File: config.mk
export PLATFORM = sky130hd
export DESIGN_NAME = datapath_run_ctrl
export DESIGN_NICKNAME = d
export VERILOG_FILES = /design/src/rtl/datapath_run_ctrl.sv
export SDC_FILE = /design/constraint.sdc
export NUM_CORES = 1
export LEC_CHECK = 0
export ABC_AREA = 1
export CORE_UTILIZATION = 64
export DETAILED_ROUTE_END_ITERATION = 8
export DONT_BUFFER_PORTS = 1
export PLACE_DENSITY_LB_ADDON = 0.08
export RECOVER_POWER = 50
export SYNTH_ARGS = -nofsm -noshare
export SYNTH_HDL_FRONTEND = slang
export SYNTH_SLANG_ARGS = --single-unit
File: constraint.sdc
create_clock -name Clk -period 3 [get_ports Clk]
set_input_delay 0.6 -clock Clk [delete_from_list [all_inputs] [get_ports Clk]]
set_output_delay 0.6 -clock Clk [all_outputs]
set_load 0.005 [all_outputs]
File: src/rtl/datapath_run_ctrl.sv
// Run/step/halt sequencer: issues one-Clk CpuEn pulses to advance the datapath.
// Optional PC breakpoint stop is built when PC_BREAKPOINT_EN is defined.
module datapath_run_ctrl #(
   parameter int DIV_COUNT  = 50000000,
   parameter int RST_CYCLES = 4,
   parameter int PC_WIDTH   = 32
) (
   input  logic                Clk,
   input  logic                Reset,
   input  logic                RunBtn,
   input  logic                StepBtn,
   input  logic                HaltBtn,
   input  logic [PC_WIDTH-1:0] PC,
   input  logic [PC_WIDTH-1:0] BreakAddr,
   input  logic                BreakValid,
   output logic                CpuEn,
   output logic                DpReset,
   output logic                Halted,
   output logic                BreakHit,
   output logic [1:0]          State,
   output logic [31:0]         CycleCount
);

   typedef enum logic [1:0] {
      S_INIT = 2'd0,
      S_HALT = 2'd1,
      S_RUN  = 2'd2,
      S_STEP = 2'd3
   } state_t;

   state_t      state, state_nxt;
   logic        cpu_en, cpu_en_nxt;
   logic        dp_reset, dp_reset_nxt;
   logic        halted, halted_nxt;
   logic [31:0] cycle_count, cycle_count_nxt;
   logic [31:0] div_cnt, div_cnt_nxt;
   logic [31:0] init_cnt, init_cnt_nxt;

`ifdef PC_BREAKPOINT_EN
   logic brk_mask, brk_mask_nxt;
   logic break_hit, break_hit_nxt;
   logic bp_match;

   // Masked until the first pulse after RunBtn so a restart from the breakpoint moves on.
   assign bp_match = BreakValid && (PC == BreakAddr) && !brk_mask;
`else
   logic unused_bp;
   assign unused_bp = ^{PC, BreakAddr, BreakValid};
`endif

   always_comb begin
      state_nxt     = state;
      cpu_en_nxt    = 1'b0;
      dp_reset_nxt  = dp_reset;
      halted_nxt    = halted;
      div_cnt_nxt   = div_cnt;
      init_cnt_nxt  = init_cnt;
`ifdef PC_BREAKPOINT_EN
      brk_mask_nxt  = brk_mask;
      break_hit_nxt = break_hit;
`endif
      unique case (state)
         S_INIT: begin
            init_cnt_nxt = init_cnt + 32'd1;
            if (init_cnt == 32'(RST_CYCLES - 1)) begin
               dp_reset_nxt = 1'b0;
               halted_nxt   = 1'b1;
               state_nxt    = S_HALT;
            end
         end
         S_HALT: begin
            if (!HaltBtn) begin
               if (StepBtn) begin
                  state_nxt  = S_STEP;
                  cpu_en_nxt = 1'b1;
`ifdef PC_BREAKPOINT_EN
                  break_hit_nxt = 1'b0;
`endif
               end else if (RunBtn) begin
                  state_nxt   = S_RUN;
                  halted_nxt  = 1'b0;
                  div_cnt_nxt = '0;
`ifdef PC_BREAKPOINT_EN
                  brk_mask_nxt  = 1'b1;
                  break_hit_nxt = 1'b0;
`endif
               end
            end
         end
         S_STEP: begin
            state_nxt = S_HALT;
         end
         S_RUN: begin
            // Any stop wins over a pulse falling due on the same edge.
            if (HaltBtn) begin
               state_nxt   = S_HALT;
               halted_nxt  = 1'b1;
               div_cnt_nxt = '0;
            end
`ifdef PC_BREAKPOINT_EN
            else if (bp_match) begin
               state_nxt     = S_HALT;
               halted_nxt    = 1'b1;
               div_cnt_nxt   = '0;
               break_hit_nxt = 1'b1;
            end
`endif
            else if (div_cnt == 32'(DIV_COUNT - 1)) begin
               div_cnt_nxt = '0;
               cpu_en_nxt  = 1'b1;
`ifdef PC_BREAKPOINT_EN
               brk_mask_nxt = 1'b0;
`endif
            end else begin
               div_cnt_nxt = div_cnt + 32'd1;
            end
         end
      endcase
      cycle_count_nxt = cycle_count + {31'd0, cpu_en_nxt};
   end

   always_ff @(posedge Clk or negedge Reset) begin
      if (!Reset) begin
         state       <= S_INIT;
         cpu_en      <= 1'b0;
         dp_reset    <= 1'b1;
         halted      <= 1'b0;
         cycle_count <= '0;
         div_cnt     <= '0;
         init_cnt    <= '0;
      end else begin
         state       <= state_nxt;
         cpu_en      <= cpu_en_nxt;
         dp_reset    <= dp_reset_nxt;
         halted      <= halted_nxt;
         cycle_count <= cycle_count_nxt;
         div_cnt     <= div_cnt_nxt;
         init_cnt    <= init_cnt_nxt;
      end
   end

`ifdef PC_BREAKPOINT_EN
   always_ff @(posedge Clk or negedge Reset) begin
      if (!Reset) begin
         brk_mask  <= 1'b0;
         break_hit <= 1'b0;
      end else begin
         brk_mask  <= brk_mask_nxt;
         break_hit <= break_hit_nxt;
      end
   end

   assign BreakHit = break_hit;
`else
   assign BreakHit = 1'b0;
`endif

   assign State      = state;
   assign CpuEn      = cpu_en;
   assign DpReset    = dp_reset;
   assign Halted     = halted;
   assign CycleCount = cycle_count;

endmodule

======== Word-level counts from Yosys, hierarchy flattened ========
Cells that the tools add are included.
cells by class
  $add $sub $neg .......................... 3
  equality and inequality tests ........... 11
  mux-type cells .......................... 23
  reductions and logical operators ........ 7
operator list
  kind                                              count
  2-to-1 mux 32 bit                                 5
  adder 32 x 1 -> 32 bit (second input constant)    2
  one-hot mux 32 bit (2 select lines)               1
  adder 32 x 1 -> 32 bit                            1
  == test 32 x 2 -> 1 bit (second input constant)   1
  == test 32 x 26 -> 1 bit (second input constant)  1
  2-to-1 mux 2 bit                                  5
  inequality test 2 bit (second input constant)     5
  2-to-1 mux 1 bit                                  9
  one-hot mux 2 bit (4 select lines)                1
  AND reduction 4 bit                               2
  AND reduction 6 bit                               1
  == test 2 bit (second input constant)             2
  inequality test 3 bit (second input constant)     1
  one-hot mux 1 bit (3 select lines)                1
  nonzero test 3 bit                                1
  == test 2 x 1 -> 1 bit (second input constant)    1
  zero test 2 bit                                   1
  one-hot mux 1 bit (2 select lines)                1
  AND reduction 2 bit                               1
  nonzero test 2 bit                                1
storage, ports and cells
  bits in registers ....................... 101
  input bits .............................. 70
  output and inout bits ................... 38
  logic and storage cells ................. 51

======== Depth between registers and ports, before layout ========
Gate-level depths: netlist (run 1).
  depth after elaboration ................. 5
  mapped depth ............................ 16
  mapped depth without buffers ............ 16

======== Worst setup path before layout (run 1) ========
OpenSTA, ideal clock, no wires.
  path type ............................... register to register
  start ................................... register state[0], in the netlist State[0]
  end ..................................... register cycle_count[18], in the netlist CycleCount[18]
  arrival time ............................ 2345 ps
  path slack .............................. 576 ps
  cell stages (with the launch flop) ...... 16
  cell sequence ........................... dfrtp_1 inv_1 ha_1 nand2_1 inv_1 nand4_1 a21boi_0 ha_1 ha_1 nand2_1 inv_1 nand3_2 nor2_1 nand2_1 nor2_1 xor2_1
on the way
  word-level cells in the longest chain between the ends .. 3
  elaborated cells between the ends (all ways) .. 4
  classes of those cells .................. add/sub: 1; eq/ne: 2; mux: 1
RTL lines
  element                                                         RTL line  text
  start: declaration                                              31        state_t state, state_nxt;
  start signal: assignment                                        132       state <= state_nxt;
  == test 2 bit / == test 2 x 1 -> 1 bit (equally long branches)  62        unique case (state)
  one-hot mux 1 bit (2 select lines) *                            62
  via cpu_en_nxt                                                  32        logic cpu_en, cpu_en_nxt;
  adder 32 x 1 -> 32 bit *                                        119       cycle_count_nxt = cycle_count + {31'd0, cpu_en_nxt};
  via cycle_count_nxt[18]                                         35        logic [31:0] cycle_count, cycle_count_nxt;
  end signal: assignment                                          136       cycle_count <= cycle_count_nxt;
  end: declaration                                                35
Mark *: on every way through the listed nets, which the timed path passes. The rest lies on a longest branch.
A chain may end at the register's enable or synchronous reset.

======== Final worst setup path (run 1) ========
Same ends and word-level chain as after synthesis.

==> impl_metrics.env, run 1 <==
export IMPL_run_status="finished with violations"
export IMPL_failed_checks="max-capacitance violations, max-slew violations"
export IMPL_hpwl_um=9600
export IMPL_fmax_mhz=370
export IMPL_drc=0
export IMPL_worst_pin_slew_ns=2.46
export IMPL_start_kind="register"
export IMPL_path_max_fanout=5
export IMPL_routed_wl_um=13000
export IMPL_viasPerCell=5.39
export IMPL_pre_cts_ws_ns=0.100
export IMPL_ys_ff_latch=101
export IMPL_wl_per_cell_um=14.0
export IMPL_post_cts_buffers=0
export IMPL_synthTopCellsByCount="nand2_1 (245), nor2_1 (120), dfrtp_1 (100), inv_1 (85), nand3_1 (56)"
export IMPL_area_growth_pct=5.06
export IMPL_synthArstFlopShare=1.00
export IMPL_antennaDiodeCount=0
export IMPL_die_area_sq_um=9770
export IMPL_synth_edff_count=0
export IMPL_cts_sinks=101
export IMPL_ir_worst_vdd_uv=496
export IMPL_worst_slack_ns=0.299
export IMPL_first_iter_violations=236
export IMPL_grt_pass1_vias=4852
export IMPL_clock_path_buffers=2
export IMPL_cts_made_buffers=9
export IMPL_grt_usage=0.287
export IMPL_maxCapViolCount=1
export IMPL_h_tree_depth=3
export IMPL_power_internal_mw=1.97
export IMPL_synth_ff_type="dfrtp_1"
export IMPL_io_pins=108
export IMPL_power_density_nw_per_um2=488
export IMPL_switching_share=0.359
export IMPL_globalplace_congestion=0.958
export IMPL_p_clk_frac=0.268
export IMPL_cts_tree="built"
export IMPL_hold_viol_final=0
export IMPL_grt_max_degree=101
export IMPL_start_util=0.675
export IMPL_skew_ns=0.0126
export IMPL_drive_gt1_frac=0.104
export IMPL_antenna_found_initial=0
export IMPL_die_h_um=98.9
export IMPL_grt_pass1_wl_um=22100
export IMPL_end_kind="register"
export IMPL_synthCells=803
export IMPL_dieWidth_um=98.9
export IMPL_syn_area_per_cell_sq_um=7.48
export IMPL_clkLatencyLatePin_ns=0.37
export IMPL_yosysTopAreaCell="dfrtp_1"
export IMPL_synth_top_area_frac=0.417
export IMPL_required_ns=3.30
export IMPL_num_vias=4994
export IMPL_grt_overflow_total=0
export IMPL_rows=34
export IMPL_synth_nets=880
export IMPL_nNetsFinal=890
export IMPL_slew_headroom=-0.642
export IMPL_synth_most_common_cell="nand2_1"
export IMPL_ys_seq_area_frac=0.421
export IMPL_critPathKind="reg -> reg"
export IMPL_hp_class="in -> async"
export IMPL_portBuffers=0
export IMPL_timing_final_crit_period_ns=2.70
export IMPL_nFillCells=738
export IMPL_synth_warnings=0
export IMPL_rsz0062_at_grt="false"
export IMPL_slew_violations=101
export IMPL_drt_first_pass_iters=5
export IMPL_p_switching_mw=1.10
export IMPL_synthTopCellsByArea="dfrtp_1 (42%), nand2_1 (15%), nor2_1 (7.5%)"
export IMPL_seqPwrFrac=0.508
export IMPL_combPwrFrac=0.225
export IMPL_cp_arrival_ns=3.00
export IMPL_p_leak_nw=3.05
export IMPL_root_buffer="clkbuf_8"
export IMPL_finalCritPeriodShare=0.900
export IMPL_synth_distinct_cells=35
export IMPL_setup_viol=0
export IMPL_ant_nets=0
export IMPL_setup_tns_ns=0
export IMPL_syn_area_sq_um=6000
export IMPL_coreArea_sq_um=8890
export IMPL_clkTransAtPathRegs_ns=0.11
-- per-layer routing --
| layer | track usage | up-vias | share of wire |
|---|---|---|---|
| li1 | - | 2534 | - |
| met1 | 0.384 | 2315 | 0.46 |
| met2 | 0.452 | 119 | 0.46 |
| met3 | 0.0738 | 26 | 0.061 |
| met4 | 0.107 | 0 | 0.020 |
| met5 | 0 | - | 0 |
-- power groups by stage --
stage	logic (mW)	registers, mW	clock network, mW
finish	0.691	1.56	0.823
global placement	0.653	1.58	0
CTS	0.708	1.56	0.846
detailed placement	0.673	1.59	0
global route	0.781	1.58	0.889
floorplan	0.558	1.56	0
-- cell type report --
type	count	area, sq um	area share
clock buffer	9	124	0.0196
clock inverter	7	55.1	0.00873
inverter	92	345	0.0547
multi-input combinational	603	3070	0.487
sequential	101	2530	0.401
tap	108	135	0.0214
timing repair buffer	6	51.3	0.00813
-- timing repair --
action                                  4_1_cts  5_1_grt
endpoints found under the hold margin       100        0
endpoints found under the setup margin        0        4
hold buffers                                  1        0
resized for setup                             0        2
-- logic make-up (layout without fill, tap and decap cells) --
kind of cell,Yosys count,count (layout),share of synthesized area
adders and majority gates,7,7,0.0146
and+or+nand+nor,524,524,0.396
other,1,1,0.000625
buffers and inverters,99,114,0.0681
DFF,101,101,0.421
AOI/OAI and AO/OA,11,11,0.0123
xor gates and xnor gates,60,60,0.0875
-- layout by cell type, fill, tap and decap left out, types with 2 or more instances in the layout --
cell	count
nor3_1	12
clkbuf_8	9
nor2_4	7
inv_6	3
inv_2	6
ha_1	7
o21ai_0	2
a21oi_1	2
nor3_2	2
xnor2_1	24
inv_1	86
buf_4	3
dfrtp_1	100
clkinv_2	2
nand3b_1	6
xor2_1	36
nand2_2	8
nand3_1	56
nand4_1	27
nand2_1	245
o21ai_1	3
nor2_2	32
nor2_1	119
nand3_2	4
-- state kept, by name, summed over array words and instances, names as in the netlist --
register	flops
init_cnt	32
State	2
CpuEn	1
div_cnt	32
Halted	1
DpReset	1
CycleCount	32
-- stage by stage --
stage | utilization | instance area [sq um] | hold slack (ns) | power (mW) | instances
6_report | 0.710 | 6310 | 0.0528 | 3.08 | 926
3_5_place_dp | 0.689 | 6130 | 0.307 | 2.26 | 909
4_1_cts | 0.712 | 6330 | 0.0358 | 3.11 | 926
3_3_place_gp | 0.689 | 6130 | 0.307 | 2.24 | 909
2_1_floorplan | - | 6000 | 0.304 | 2.12 | 803
5_1_grt | 0.710 | 6310 | 0.0251 | 3.25 | 926
-- critical path, cell delays in order, from the launching register on --
cell and delay, ns:
dfrtp_1 0.45, inv_1 0.11, ha_1 0.20, nand2_1 0.12, inv_1 0.09, nand4_1 0.11
a21boi_1 0.25, ha_1 0.24, ha_1 0.18, nand2_1 0.08, inv_1 0.10, nand3_2 0.16
nor2_2 0.18, nand2_1 0.10, nor2_1 0.12, xor2_1 0.15
-- final timing paths --
kind	start	to	slack (ns)	depth (start not counted)
min in group Clk	StepBtn	CpuEn	0.43	2
max in group asynchronous	Reset	init_cnt[8]	0.61	1
hold / removal	Reset	DpReset	0.05	0
setup / recovery	State[0]	CycleCount[18]	0.30	15
hold reg to reg	DpReset	DpReset	0.48	1
setup reg to reg	State[0]	CycleCount[18]	0.30	15
No activity file was read; power rests on OpenSTA's default activity.
==> run 2: changes to the inputs <==
clock period = 2.9 ns   (was 3 ns; I/O delays follow)
==> impl_metrics.env, run 2 (synthesis gave the netlist of run 1 again) <==
export IMPL_run_status="finished with violations"
export IMPL_failed_checks="max-capacitance violations, max-slew violations"
export IMPL_rrSetupSlack_ns=0.24
export IMPL_end_kind="register"
export IMPL_root_buffer="clkbuf_8"
export IMPL_worst_slack_ns=0.239
export IMPL_worst_pin_slew_ns=2.19
export IMPL_final_cell_mix="nand2_1 (244), nor2_1 (119), dfrtp_1 (99), inv_1 (86), nand3_1 (56)"
export IMPL_num_vias=5075
export IMPL_finalCritPeriodShare=0.918
export IMPL_grt_max_degree=102
export IMPL_setup_viol=0
export IMPL_required_ns=3.16
export IMPL_path_max_fanout=5
export IMPL_cts_made_buffers=9
export IMPL_skew_ns=0.00948
export IMPL_drt_first_pass_iters=5
export IMPL_clock_path_buffers=2
export IMPL_seqPwrFrac=0.502
export IMPL_p_clk_frac=0.269
export IMPL_power_density_nw_per_um2=507
export IMPL_cts_sinks=101
export IMPL_hpwl_um=9780
export IMPL_switching_share=0.360
export IMPL_clkLatencyLatePin_ns=0.38
export IMPL_h_tree_depth=3
export IMPL_routed_wl_um=13300
export IMPL_hp_class="in -> async"
export IMPL_area_growth_pct=5.63
export IMPL_maxCapViolCount=1
export IMPL_viasPerCell=5.47
export IMPL_slew_headroom=-0.462
export IMPL_grt_pass1_vias=4899
export IMPL_die_area_sq_um=9770
export IMPL_drc=0
export IMPL_slowest_stage="dfrtp_1"
export IMPL_globalplace_congestion=0.959
export IMPL_setup_tns_ns=0
export IMPL_start_kind="register"
export IMPL_dieWidth_um=98.9
export IMPL_nNetsFinal=892
export IMPL_nFillCells=747
export IMPL_combPwrFrac=0.229
export IMPL_critPathKind="reg -> reg"
export IMPL_p_leak_nw=3.05
export IMPL_timing_final_crit_period_ns=2.66
export IMPL_cp_common_cell="nand2_1"
export IMPL_slew_violations=101
export IMPL_start_util=0.675
export IMPL_coreArea_sq_um=8890
export IMPL_slowest_delay_ns=0.42
export IMPL_grt_pass1_wl_um=22200
export IMPL_antenna_found_initial=0
export IMPL_ant_nets=0
export IMPL_hold_viol_final=0
export IMPL_clkTransAtPathRegs_ns=0.11
export IMPL_pre_cts_ws_ns=0.0611
export IMPL_rows=34
export IMPL_layout_commonest_cell="nand2_1"
export IMPL_drive_gt1_frac=0.107
export IMPL_cp_arrival_ns=2.93
export IMPL_rsz0062_at_grt="false"
export IMPL_cts_tree="built"
export IMPL_wl_per_cell_um=14.3
export IMPL_first_iter_violations=348
export IMPL_p_switching_mw=1.16
export IMPL_die_h_um=98.9
export IMPL_power_internal_mw=2.06
export IMPL_portBuffers=0
export IMPL_crit_chain="inv_1 -> nand2_1 -> nor2_1 -> nand2_1 -> nor2_8 -> nand4_1 -> a21boi_1 -> buf_4 -> ha_1 -> ha_1 -> nand2_1 -> inv_1 -> nand3_4 -> nor2_1 -> nand2_1 -> xnor2_1"
export IMPL_ir_worst_vdd_uv=470
export IMPL_grt_usage=0.286
export IMPL_fmax_mhz=376
export IMPL_antennaDiodeCount=0
export IMPL_io_pins=108
export IMPL_grt_overflow_total=0
run 2: cell count changes in the layout (fill, tap and decap cells not counted), moves of 2 or more:
cell / change
inv_6: -2
clkinv_2: -2
clkinvlp_4: +2
buf_4: +2
run 2: cell type report:
type	count	area, sq um	area share
Timing Repair Buffer	8	66.3	0.0105
Clock inverter	6	58.8	0.00927
Clock buffer	10	128	0.0201
Inverter	92	345	0.0544
Multi-Input combinational cell	603	3080	0.485
Tap cell	108	135	0.0213
Sequential cell	101	2530	0.399
run 2: power groups by stage:
| stage | registers [mW] | logic [mW] | clock network (mW) |
|---|---|---|---|
| global route | 1.63 | 0.822 | 0.918 |
| floorplan | 1.62 | 0.578 | 0 |
| detailed placement | 1.64 | 0.717 | 0 |
| CTS | 1.62 | 0.720 | 0.882 |
| finish | 1.62 | 0.737 | 0.864 |
| global placement | 1.64 | 0.689 | 0 |
run 2: routing by layer:
layer  wire (um)  GRT usage  up-vias
met4         221      0.103        0
met1        5970      0.374     2358
met3         876     0.0730       26
li1            -          -     2523
met2        6180      0.463      168
met5           0          0        -
run 2: repair_timing:
| item | in CTS | in global routing |
|---|---|---|
| hold endpoints to repair | 100 | 100 |
| setup endpoints to repair | 0 | 8 |
| resized for setup | 0 | 7 |
| buffers inserted | 0 | 0 |
run 2: worst paths after layout:
| path | startpoint | endpoint | cells after the start |
|---|---|---|---|
| setup / recovery | div_cnt[24] | CycleCount[30] | 16 |
| hold / removal | Reset | DpReset | 0 |
| setup reg to reg | div_cnt[24] | CycleCount[30] | 16 |
| hold reg to reg | DpReset | DpReset | 1 |
| max in group asynchronous | Reset | State[0] | 1 |
| min in group Clk | StepBtn | State[0] | 4 |
run 2: worst max-delay path: cells and delay by family (launching register included):
kind	cells	cell delay, ns
fa+ha+maj	2	0.38
compound gates	1	0.14
xor+xnor	1	0.15
simple gates	9	1.10
flops	1	0.42
buf+inv	3	0.37
run 2: per-stage QoR:
stage | total power [mW] | cells | cell area, sq um | utilization | hold WS, ns
after floorplan | 2.19 | 803 | 6000 | - | 0.284
after global placement | 2.33 | 911 | 6140 | 0.691 | 0.287
after detailed placement | 2.36 | 911 | 6140 | 0.691 | 0.287
after CTS | 3.22 | 927 | 6330 | 0.712 | -0.127
after global routing | 3.37 | 928 | 6340 | 0.713 | 0.0114
final | 3.22 | 928 | 6340 | 0.713 | 0.0252
